File: src/rtl/qc_ldpc_enc_sequencer.sv
// Schedules the H_info x s circulant products of a QC-LDPC encoder: one ROM
// address per cycle, then aligned clear/accumulate/row-done strobes one cycle later.
module qc_ldpc_enc_sequencer #(
    parameter int Z               = 54,
    parameter int NUM_INFO_BLKS   = 20,
    parameter int NUM_PARITY_BLKS = 4,
    parameter int TOTAL_BLKS      = NUM_INFO_BLKS + NUM_PARITY_BLKS,
    parameter int ADDRW           = $clog2(TOTAL_BLKS * NUM_PARITY_BLKS),
    localparam int COLW = (NUM_INFO_BLKS > 1) ? $clog2(NUM_INFO_BLKS) : 1,
    localparam int ROWW = (NUM_PARITY_BLKS > 1) ? $clog2(NUM_PARITY_BLKS) : 1
) (
    input  logic             CLK,
    input  logic             rst,
    input  logic             start,
    input  logic             stall,
    output logic             busy,
    output logic [ADDRW-1:0] rom_addr,
    output logic             rom_en,
    output logic [COLW-1:0]  blk_sel,
    output logic             acc_clr,
    output logic             acc_en,
    output logic             row_done,
    output logic [ROWW-1:0]  row_idx,
    output logic             done
);

    // Circulant sizes the shift ROM is built for; anything else keeps the block parked.
    localparam bit Z_OK = (Z == 27) || (Z == 54) || (Z == 81);
    localparam logic [ADDRW-1:0] ROW_STEP = ADDRW'(TOTAL_BLKS - NUM_INFO_BLKS + 1);

    typedef enum logic [1:0] {
        IDLE  = 2'd0,
        RUN   = 2'd1,
        DRAIN = 2'd2,
        DONE  = 2'd3
    } state_t;

    state_t           state_r;
    state_t           state_s;
    logic [COLW-1:0]  col_r;
    logic [ROWW-1:0]  row_r;
    logic [ADDRW-1:0] addr_r;
    logic             s1_valid_r;
    logic [COLW-1:0]  s1_col_r;
    logic [ROWW-1:0]  s1_row_r;
    logic             s1_last_r;
    logic             issue_s;
    logic             last_col_s;
    logic             last_row_s;

    assign issue_s    = (state_r == RUN) && !stall;
    assign last_col_s = (col_r == COLW'(NUM_INFO_BLKS - 1));
    assign last_row_s = (row_r == ROWW'(NUM_PARITY_BLKS - 1));

    // Next-state logic.
    always_comb begin
        state_s = state_r;
        case (state_r)
            IDLE: begin
                if (start && Z_OK) begin
                    state_s = RUN;
                end else begin
                    state_s = IDLE;
                end
            end
            RUN: begin
                if (issue_s && last_col_s && last_row_s) begin
                    state_s = DRAIN;
                end else begin
                    state_s = RUN;
                end
            end
            DRAIN: begin
                if (!stall) begin
                    state_s = DONE;
                end else begin
                    state_s = DRAIN;
                end
            end
            DONE:    state_s = IDLE;
            default: state_s = IDLE;
        endcase
    end

    // State register.
    always_ff @(posedge CLK) begin
        if (rst) begin
            state_r <= IDLE;
        end else begin
            state_r <= state_s;
        end
    end

    // Issue counters; the address skips the parity columns at each row wrap.
    always_ff @(posedge CLK) begin
        if (rst) begin
            col_r  <= COLW'(0);
            row_r  <= ROWW'(0);
            addr_r <= ADDRW'(0);
        end else if (issue_s) begin
            if (last_col_s) begin
                col_r <= COLW'(0);
                if (last_row_s) begin
                    row_r  <= ROWW'(0);
                    addr_r <= ADDRW'(0);
                end else begin
                    row_r  <= row_r + ROWW'(1);
                    addr_r <= addr_r + ROW_STEP;
                end
            end else begin
                col_r  <= col_r + COLW'(1);
                addr_r <= addr_r + ADDRW'(1);
            end
        end
    end

    // Data-stage register, aligned with the one-cycle ROM read latency.
    always_ff @(posedge CLK) begin
        if (rst) begin
            s1_valid_r <= 1'b0;
            s1_col_r   <= COLW'(0);
            s1_row_r   <= ROWW'(0);
            s1_last_r  <= 1'b0;
        end else if (!stall) begin
            s1_valid_r <= issue_s;
            s1_col_r   <= col_r;
            s1_row_r   <= row_r;
            s1_last_r  <= last_col_s;
        end
    end

    assign busy     = (state_r == RUN) || (state_r == DRAIN);
    assign done     = (state_r == DONE);
    assign rom_en   = issue_s;
    assign rom_addr = addr_r;
    assign acc_en   = s1_valid_r && !stall;
    assign acc_clr  = acc_en && (s1_col_r == COLW'(0));
    assign row_done = acc_en && s1_last_r;
    assign blk_sel  = s1_col_r;
    assign row_idx  = s1_row_r;

endmodule

File: config.mk
export PLATFORM = sky130hd
export DESIGN_NAME = qc_ldpc_enc_sequencer
export DESIGN_NICKNAME = d
export VERILOG_FILES = /design/src/rtl/qc_ldpc_enc_sequencer.sv
export SDC_FILE = /design/constraint.sdc
export NUM_CORES = 1
export LEC_CHECK = 0
export BUFFER_PORTS_ARGS = -buffer_cell sky130_fd_sc_hd__buf_2
export CAP_MARGIN = 0
export CORE_ASPECT_RATIO = 0.75
export CORE_MARGIN = 5
export CORE_UTILIZATION = 30
export CTS_BUF_LIST = sky130_fd_sc_hd__clkbuf_2
export DETAILED_ROUTE_END_ITERATION = 8
export SYNTH_ARGS = -nofsm -noshare
export SYNTH_HDL_FRONTEND = slang
export SYNTH_SLANG_ARGS = --single-unit
export TNS_END_PERCENT = 30
File: constraint.sdc
create_clock -name CLK -period 2.3 [get_ports CLK]
set_input_delay 0.46 -clock CLK [delete_from_list [all_inputs] [get_ports CLK]]
set_output_delay 0.46 -clock CLK [all_outputs]
set_load 0.005 [all_outputs]
==> impl_metrics.py, run 1 <==
metrics = {
    "sta": {
        "whs_ps": 315.6,
        "setup_viol": 0,
        "fin_skew_ps": 15.69,
        "relSlewSlack_pct": 71.09,
        "worst_slack_ps": 375.1,
        "finalCriticalPeriod_ps": 1925,
        "tightestPinTransition_ps": 433.6,
        "rsz0062_at_grt": "false",
        "max_freq_mhz": 519.5,
        "tns_ps": 0,
        "fin_crit_sh_pct": 83.69,
        "hold_viol": 0,
        "slew_viol_final": 0,
    },
    "clock_tree": {
        "cts_max_path_buffers": 2,
        "cts-root-buf": "clkbuf_2",
        "cts_buffers": 3,
        "post_cts_buffers": 0,
        "cts-resized-gates": 0,
        "clk_pin_slew_ps": 240,
        "worstSkewPairLatency_ps": 360,
        "tritoncts": "built",
        "ctsHoldBuffers": 0,
        "cts.sinks": 25,
        "ctsHtreeMaxLevel": 1,
    },
    "finish": {
        "area.growth.synth_to_final_pct": 14.94,
        "final_cells": 222,
        "nets": 179,
        "drive_above_1_share_pct": 19.76,
        "n_fill_cell": 465,
        "antenna_cells": 0,
        "final_area_um2": 1454,
    },
    "setup_path": {
        "criticalPathCategory": "reg -> out",
        "crit_path_max_fanout": 10,
        "critPathArrivalTime_ps": 1460,
        "slowest_delay_ps": 450,
        "r2r_slack_ps": 500,
        "cp_slowest_cell": "dfxtp_1",
        "crit_chain": "ha_1, nand2b_1, inv_2, buf_2",
        "worst_setup_path_start_kind": "flop",
        "cp.required_ps": 1840,
        "cp-end-kind": "output pin",
    },
    "place": {
        "dp_hpwl_um": 2047,
        "placedInstanceArea_um2": 1434,
        "dp_cells": 218,
        "portBuffers": 23,
        "place_congestion": 0.7003,
        "post-place-ws_ps": 413.7,
    },
    "drt": {
        "post_drt_wl_per_cell_um": 12.83,
        "drt_iter0_drc": 56,
        "via_per_inst": 4.707,
        "vias": 1045,
        "drt-total-wl_um": 2849,
        "postRouteAntennaNets": 0,
        "drtPass1Iterations": 4,
        "drcViolationCount": 0,
    },
    "power_and_ir_drop": {
        "clkPwrFrac_pct": 26.2,
        "switching_power_w": 0.0001739,
        "combPwrFrac_pct": 8.3,
        "p_leak_nw": 0.6274,
        "switching_share_pct": 25.43,
        "p_int_w": 0.0005100,
        "p_per_area_nw_per_um2": 470.4,
        "ir_worst_vdd_v": 0.0002472,
        "p_seq_share_pct": 65.5,
    },
    "min_path": {
        "hold_path.class": "in -> reg",
    },
    "synthesis": {
        "async_flop_share_pct": 0,
        "synth_top_area_cell": "dfxtp_1",
        "synthTopCellsByArea": "dfxtp_1 40%, mux2i_1 7.1%, ha_1 6.9%",
        "synthesis.area_um2": 1265,
        "synthCells": 144,
        "synth_area_per_cell_um2": 8.784,
        "synth-seq-cells": 25,
        "synthDistinctLibCells": 40,
        "ys_seq_area_share_pct": 39.56,
        "synth_nets": 155,
        "synth_edf_count": 0,
        "yosysWarnings": 0,
        "synth_top_area_share_pct": 39.56,
        "synth_flop_cell": "dfxtp_1",
    },
    "global_route": {
        "grt_max_degree": 23,
        "grt_pass1_vias": 920,
        "antenna_found_initial": 0,
        "grt_pass1_wl_um": 4574,
        "grtUsageTotal_pct": 10.29,
        "grt_remaining_overflow": 0,
    },
    "floorplan": {
        "dieArea_um2": 5629,
        "fp.dieW_um": 84.98,
        "die_h_um": 66.24,
        "start_util_pct": 31.20,
        "rows": 20,
        "core_area_um2": 4054,
        "io_pins": 24,
    },
    "run_status": {
        "status": "complete, no violations",
    },
    "flow_run": {
        "maxCapViolCount": 0,
    },
}
routing by layer:
layer | vias up | global-route usage, % | wire (um)
li1 | 552 | - | -
met1 | 478 | 14.46 | 1535
met2 | 13 | 14.53 | 1173
met3 | 2 | 3.861 | 126
met4 | 0 | 2.767 | 14
met5 | - | 0 | 0
critical path: cells and delay by family (launching register included):
family                     cells  cell delay [ps]
adders and majority gates      1              230
buffers and inverters          2              330
DFF                            1              450
and+or+nand+nor                1              100
worst paths after layout:
path / from / endpoint / depth (start not counted)
max: state_r[0]$_SDFF_PP0_ / rom_en / 4
min: start / state_r[0]$_SDFF_PP0_ / 3
max reg2reg: col_r[0]$_SDFFE_PP0P_ / rom_addr[3]$_SDFFE_PP0P_ / 5
min reg2reg: s1_last_r$_SDFFE_PP0N_ / s1_last_r$_SDFFE_PP0N_ / 2
state kept, by name, summed over array words and instances, names as in the netlist, named ones only:
register and flops:
col_r 5, rom_addr 7, row_idx 2, state_r 1
s1_valid_r 1, row_r 2, s1_last_r 1, blk_sel 5
stage by stage:
stage / power (W) / util [%]
final: 0.0006839 / 35.86
after global routing: 0.0007205 / 35.86
after CTS: 0.0006954 / 35.86
after detailed placement: 0.0005142 / 35.37
after global placement: 0.0005133 / 35.37
after floorplan: 0.0004935 / -
power groups by stage:
| stage | registers (W) | logic, W | clock network [W] |
|---|---|---|---|
| after global routing | 0.000450 | 0.0000639 | 0.000206 |
| after global placement | 0.000457 | 0.0000568 | 0 |
| after detailed placement | 0.000456 | 0.0000579 | 0 |
| after floorplan | 0.000455 | 0.0000387 | 0 |
| after CTS | 0.000448 | 0.0000584 | 0.000189 |
| final | 0.000448 | 0.0000569 | 0.000179 |
kinds of logic after synthesis:
kind of cell / Yosys count / share of synthesized area (%)
muxes: 10 / 8.012
xor gates and xnor gates: 2 / 1.385
DFF: 25 / 39.56
buffers and inverters: 12 / 3.858
adders and majority gates: 9 / 8.605
and+or+nand+nor: 60 / 24.53
AOI/OAI and AO/OA: 26 / 14.05
cell usage in the layout (no fill, tap or decap), types with 2 or more instances in the layout:
master    netlist  layout
dfxtp_1        25      25
buf_2           0      23
nand2_1        19      19
nor2_1         15      15
a21oi_1        13      13
mux2i_1         9       9
ha_1            7       7
inv_1           6       6
nor3_1          4       4
clkbuf_2        0       4
and2_1          3       3
o21ai_0         3       3
o211ai_1        3       3
nand2b_1        2       2
nand4_1         2       2
nand3b_1        2       2
and2b_1         2       2
nand3_1         2       2
or2b_1          2       2
final cells by class:
class,instances,area [um2],area share (%)
inverter,7,26.28,1.807
timing repair buffer,24,122.6,8.434
clock buffer,4,20.02,1.377
sequential,25,500.5,34.42
tap,55,68.82,4.733
multi-input combinational,107,715.7,49.23
cells in the mapped netlist, types with 2 or more instances:
cell type,instances
nor3_1,4
inv_1,6
nor2_1,15
nand4_1,2
nand3b_1,2
mux2i_1,9
nand2_1,19
o211ai_1,3
clkbuf_1,2
o21ai_0,3
ha_1,7
nand2b_1,2
or2b_1,2
and2b_1,2
and2_1,3
a21oi_1,13
dfxtp_1,25
buf_1,2
nand3_1,2
(Power assumes the default switching activity.)
==> run 2: changes to the inputs <==
--- a/config.mk
+++ b/config.mk
@@ -5,6 +5,7 @@
 export SDC_FILE = /design/constraint.sdc
 export NUM_CORES = 1
 export LEC_CHECK = 0
+export ABC_AREA = 1
 export BUFFER_PORTS_ARGS = -buffer_cell sky130_fd_sc_hd__buf_2
 export CAP_MARGIN = 0
 export CORE_ASPECT_RATIO = 0.75
==> constraint.sdc (replaced) <==
create_clock -name CLK -period 1.6 [get_ports CLK]
set_input_delay 0.32 -clock CLK [delete_from_list [all_inputs] [get_ports CLK]]
set_output_delay 0.32 -clock CLK [all_outputs]
set_load 0.005 [all_outputs]
==> run 2 against run 1 <==
Compared with the run above: the flow now finishes with violations (negative setup slack); sequential power increased by 55%; synthesized cell count increased by 17%; routed wire length increased by 1.9%; combinational power increased to 3.8 times the previous value; power increased by 72%; largest cell class unchanged.
==> impl_metrics.py, run 2 <==
metrics = {
    "setup_path": {
        "crit_start": "blk_sel[1]$_SDFFE_PP0N_",
        "worst_setup_path_start_kind": "flop",
        "crit_path_max_fanout": 3,
        "cp.required_ps": 1280,
        "rr_worst_depth": 8,
        "timing.rr.end": "rom_addr[5]$_SDFFE_PP0P_",
        "criticalPathCategory": "reg -> out",
        "critPathArrivalTime_ps": 1290,
        "cp-end-kind": "output pin",
        "r2r_slack_ps": 120,
        "worstSetupEndpoint": "acc_clr",
    },
    "clock_tree": {
        "ctsHoldBuffers": 0,
        "cts-root-buf": "clkbuf_2",
        "tritoncts": "built",
        "clk_pin_slew_ps": 260,
        "ctsHtreeMaxLevel": 1,
        "cts.sinks": 25,
        "cts_max_path_buffers": 2,
        "worstSkewPairLatency_ps": 360,
        "cts_buffers": 3,
    },
    "drt": {
        "drt_iter0_drc": 78,
        "post_drt_wl_per_cell_um": 11.43,
        "postRouteAntennaNets": 0,
        "via_per_inst": 4.433,
        "drcViolationCount": 0,
        "vias": 1126,
        "drtPass1Iterations": 4,
        "drt-total-wl_um": 2904,
    },
    "synthesis": {
        "synthDistinctLibCells": 24,
        "ys_top_cells_by_count": "25 x dfxtp_1, 25 x nor2_1, 22 x nand2_1",
        "ys_seq_area_share_pct": 39.56,
        "synth-seq-cells": 25,
        "async_flop_share_pct": 0,
        "synthesis.area_um2": 1265,
        "synth_area_per_cell_um2": 7.530,
        "yosysWarnings": 0,
        "synth_edf_count": 0,
        "synth_flop_cell": "dfxtp_1",
        "synth_top_area_share_pct": 39.56,
        "synth_top_area_cell": "dfxtp_1",
        "synthTopCellsByArea": "dfxtp_1 40%, nor2_1 7.4%, ha_1 6.9%",
        "synthCells": 168,
        "synth_nets": 179,
    },
    "flow_run": {
        "maxCapViolCount": 0,
    },
    "finish": {
        "final_common_cell": "nor2_1",
        "antenna_cells": 0,
        "drive_above_1_share_pct": 32.16,
        "final_cell_mix": "24 x nor2_1, 23 x buf_2, 20 x nand2_1, 20 x dfxtp_1",
        "area.growth.synth_to_final_pct": 21.86,
        "largest_register_ffs": 7,
        "fin_util_pct": 38.02,
        "nets": 211,
    },
    "power_and_ir_drop": {
        "p_per_area_nw_per_um2": 763.1,
        "p_leak_nw": 0.7260,
        "ir_worst_vdd_v": 0.0005279,
    },
    "place": {
        "place_congestion": 0.7769,
        "portBuffers": 23,
        "dp_hpwl_um": 2177,
    },
    "sta": {
        "finalCriticalPeriod_ps": 1607,
        "whs_ps": 152.3,
        "fin_crit_sh_pct": 100.4,
        "worst_slack_ps": -7.170,
        "max_freq_mhz": 622.2,
        "tightestPinTransition_ps": 303.7,
        "setup_viol": 1,
        "hold_viol": 0,
        "slew_viol_final": 0,
        "fin_skew_ps": 13.08,
        "relSlewSlack_pct": 79.72,
        "rsz0062_at_grt": "true",
    },
    "floorplan": {
        "io_pins": 24,
        "fp.dieW_um": 84.98,
        "start_util_pct": 31.20,
        "dieArea_um2": 5629,
        "core_area_um2": 4054,
        "rows": 20,
        "die_h_um": 66.24,
    },
    "global_route": {
        "grt_remaining_overflow": 0,
        "grt_max_degree": 16,
        "grtUsageTotal_pct": 11.03,
        "antenna_found_initial": 0,
        "grt_pass1_wl_um": 4885,
        "grt_pass1_vias": 1022,
    },
    "min_path": {
        "hold_path.class": "in -> reg",
        "hold_depth": 2,
    },
    "run_status": {
        "status": "finished with violations",
        "violations": "negative setup slack",
    },
}
run 2: cell count changes in the layout (fill, tap and decap cells not counted), sizes merged, moves of 7 or more:
cell / delta
nand3: +7
o21ai: +13
buf: +7
inv: +16
nand2: +8
mux2i: -9
nor2: +13
run 2: critical path, cell delays in order (launching register included):
cell	delay, ps
dfxtp_2	390
nor2_2	120
nand2_2	70
nor4_2	200
buf_2	150
run 2: layer usage:
layer  routed length (um)  vias up  global-route usage [%]
met3                  168        2                   2.615
met2                 1208       29                   15.41
met5                    0        -                       0
met4                   29        0                   2.964
met1                 1499      488                   16.54
li1                     -      607                       -
run 2: power breakdown:
part | switching [W] | internal (W) | total, W | leakage [nW]
registers | 0.0000340 | 0.000661 | 0.000695 | 0.206
clock network | 0.000208 | 0.0000579 | 0.000266 | 0.0126
logic | 0.000119 | 0.0000961 | 0.000215 | 0.507
run 2: cell families after synthesis:
logic type	count (synthesis)	synth area share (%)
AOI/OAI and AO/OA	33	13.35
xor gates and xnor gates	4	2.770
adders and majority gates	7	6.924
buffers and inverters	27	9.198
DFF	25	39.56
and+or+nand+nor	72	28.19
run 2: area by class of cell:
| class | instances | area (um2) |
|---|---|---|
| Sequential cell | 25 | 509.2 |
| Fill cell | 446 | 2512 |
| Tap cell | 55 | 68.82 |
| Clock inverter | 1 | 7.507 |
| Timing Repair Buffer | 31 | 175.2 |
| Inverter | 23 | 86.33 |
| Clock buffer | 3 | 15.01 |
| Multi-Input combinational cell | 116 | 679.4 |
run 2: through the flow:
stage	setup slack [ps]	area, um2	power [W]	TNS [ps]	cells
2_1_floorplan	336.8	1265	0.0008182	0	168
3_3_place_gp	138.6	1449	0.0008825	0	246
3_5_place_dp	119.6	1449	0.0008834	0	246
4_1_cts	14.06	1509	0.001177	0	252
5_1_grt	-92.31	1541	0.001246	-130.5	254
6_report	-7.170	1541	0.001176	-7.170	254
run 2: worst min-delay path by stage:
stage                                       start                  endpoint  slack, ps
after floorplan                               rst  rom_addr[2]$_SDFFE_PP0P_        390
after global placement    s1_valid_r$_SDFFE_PP0N_   s1_valid_r$_SDFFE_PP0N_        460
after detailed placement  s1_valid_r$_SDFFE_PP0N_   s1_valid_r$_SDFFE_PP0N_        460
after CTS                                     rst  rom_addr[2]$_SDFFE_PP0P_        120
after global routing                          rst  rom_addr[2]$_SDFFE_PP0P_        120
final                                         rst  rom_addr[2]$_SDFFE_PP0P_        150
run 2: what timing repair did:
item	CTS	global route
buffers inserted	2	2
setup endpoints to repair	2	3
cloned	0	0
pin swaps	1	4
resized for setup	8	9
==> run 3: changes to the inputs <==
--- a/config.mk
+++ b/config.mk
@@ -13,6 +13,7 @@
 export CORE_UTILIZATION = 30
 export CTS_BUF_LIST = sky130_fd_sc_hd__clkbuf_2
 export DETAILED_ROUTE_END_ITERATION = 8
+export SLEW_MARGIN = 10
 export SYNTH_ARGS = -nofsm -noshare
 export SYNTH_HDL_FRONTEND = slang
 export SYNTH_SLANG_ARGS = --single-unit
==> constraint.sdc (replaced) <==
create_clock -name CLK -period 1.8 [get_ports CLK]
set_input_delay 0.36 -clock CLK [delete_from_list [all_inputs] [get_ports CLK]]
set_output_delay 0.36 -clock CLK [all_outputs]
set_load 0.005 [all_outputs]
==> run 3 against run 2 <==
Compared with the run above: the run now ends clean; core utilization shrank 1.9 points; first-iteration DRC count fell by 29%; power decreased by 15%; cell count shrank 2.8%; global-route usage fell by 1.2 points; largest cell class unchanged.
==> impl_metrics.py, run 3 (synthesized netlist as in run 2, its figures left out) <==
metrics = {
    "min_path": {
        "min_from": "rst",
        "hold_depth": 2,
        "hold_path.class": "in -> reg",
    },
    "drt": {
        "drtPass1Iterations": 4,
        "via_per_inst": 4.348,
        "vias": 1074,
        "drt-total-wl_um": 2651,
        "drt_iter0_drc": 55,
        "post_drt_wl_per_cell_um": 10.73,
        "drcViolationCount": 0,
        "postRouteAntennaNets": 0,
    },
    "floorplan": {
        "core_area_um2": 4054,
        "fp.dieW_um": 84.98,
        "die_h_um": 66.24,
        "rows": 20,
        "start_util_pct": 31.20,
        "dieArea_um2": 5629,
        "io_pins": 24,
    },
    "finish": {
        "final_cells": 247,
        "largest_register_ffs": 7,
        "area.growth.synth_to_final_pct": 15.93,
        "final_cell_mix": "25 x nor2_1, 23 x dfxtp_1, 23 x buf_2",
        "nets": 204,
        "fin_util_pct": 36.17,
        "final_common_cell": "nor2_1",
        "antenna_cells": 0,
        "drive_above_1_share_pct": 23.96,
    },
    "sta": {
        "rsz0062_at_grt": "false",
        "relSlewSlack_pct": 68.82,
        "tightestPinTransition_ps": 467.2,
        "slew_viol_final": 0,
        "fin_crit_sh_pct": 94.25,
        "setup_viol": 0,
        "finalCriticalPeriod_ps": 1697,
        "max_freq_mhz": 589.4,
        "tns_ps": 0,
        "fin_skew_ps": 7.829,
        "hold_viol": 0,
    },
    "power_and_ir_drop": {
        "p_leak_nw": 0.6937,
        "ir_worst_vdd_v": 0.0003441,
        "power_w": 0.001000,
        "p_per_area_nw_per_um2": 682.2,
    },
    "setup_path": {
        "crit_path_max_fanout": 4,
        "worst_setup_path_start_kind": "flop",
        "cp-end-kind": "output pin",
        "critPathArrivalTime_ps": 1340,
        "timing.rr.start": "col_r[0]$_SDFFE_PP0P_",
        "criticalPathCategory": "reg -> out",
        "rr_worst_depth": 10,
        "cp.required_ps": 1440,
        "r2r_slack_ps": 310,
    },
    "place": {
        "dp_hpwl_um": 2003,
        "portBuffers": 23,
        "place_congestion": 0.7316,
        "dp_cells": 243,
    },
    "global_route": {
        "grt_pass1_vias": 930,
        "antenna_found_initial": 0,
        "grt_pass1_wl_um": 4478,
        "grt_remaining_overflow": 0,
        "grt_max_degree": 18,
        "grtUsageTotal_pct": 9.847,
    },
    "clock_tree": {
        "clk_pin_slew_ps": 230,
        "tritoncts": "built",
        "cts-root-buf": "clkbuf_2",
        "ctsHtreeMaxLevel": 1,
        "ctsHoldBuffers": 0,
        "worstSkewPairLatency_ps": 340,
        "cts_buffers": 3,
        "post_cts_buffers": 0,
        "cts_max_path_buffers": 2,
        "cts.sinks": 25,
    },
    "flow_run": {
        "maxCapViolCount": 0,
    },
    "run_status": {
        "status": "complete, no violations",
    },
}
[run 3: cell count changes in the layout (fill, tap and decap cells not counted)]
cell | before | now
dfxtp_1 | 20 | 23
nor2_1 | 24 | 25
buf_4 | 8 | 1
nand2_1 | 20 | 22
nor2_2 | 1 | 0
nor4_2 | 1 | 0
inv_2 | 7 | 3
dfxtp_4 | 1 | 0
clkbuf_2 | 3 | 4
clkinvlp_4 | 1 | 0
dfxtp_2 | 4 | 2
nor4_1 | 0 | 1
nand2_2 | 5 | 3
inv_1 | 16 | 20
[run 3: final cells by class]
class	count	area (um2)
Multi-Input combinational cell	116	665.6
Fill cell	440	2587
Inverter	23	86.33
Tap cell	55	68.82
Sequential cell	25	503.0
Timing Repair Buffer	24	122.6
Clock buffer	4	20.02
[run 3: per-stage QoR]
| step | cell area, um2 | hold WS, ps | setup slack (ps) |
|---|---|---|---|
| 4_1_cts | 1454 | 196.5 | 20.98 |
| 2_1_floorplan | 1265 | 429.1 | 536.8 |
| 6_report | 1466 | 210.2 | 103.4 |
| 3_3_place_gp | 1426 | 465.6 | 287.5 |
| 5_1_grt | 1466 | 173.7 | 4.764 |
| 3_5_place_dp | 1426 | 460.2 | 270.9 |
[run 3: path summary, 6_finish.rpt]
check	endpoint
worst max register to register	rom_addr[3]$_SDFFE_PP0P_
worst min-delay path	rom_addr[2]$_SDFFE_PP0P_
worst min register to register	s1_valid_r$_SDFFE_PP0N_
worst max-delay path	rom_en
[run 3: critical path, cell delays in order (launching register included)]
cell	delay [ps]
dfxtp_2	390
inv_1	100
ha_4	160
inv_1	70
nor2_4	130
buf_2	130
[run 3: metal layers]
metal	wire (um)	global-route usage, %
met5	0	0
met4	29	2.372
met3	115	2.864
met2	1023	14.44
met1	1482	14.02
[run 3: power breakdown]
part           switching (W)  total [W]  internal (W)
logic              0.0000928   0.000160     0.0000667
clock network       0.000167   0.000226     0.0000587
registers          0.0000296   0.000615      0.000586
total               0.000289    0.00100      0.000711
[run 3: timing repair]
action | 4_1_cts | 5_1_grt
gates resized for setup | 2 | 3
hold endpoints to repair | 0 | 0
endpoints found under the setup margin | 1 | 1
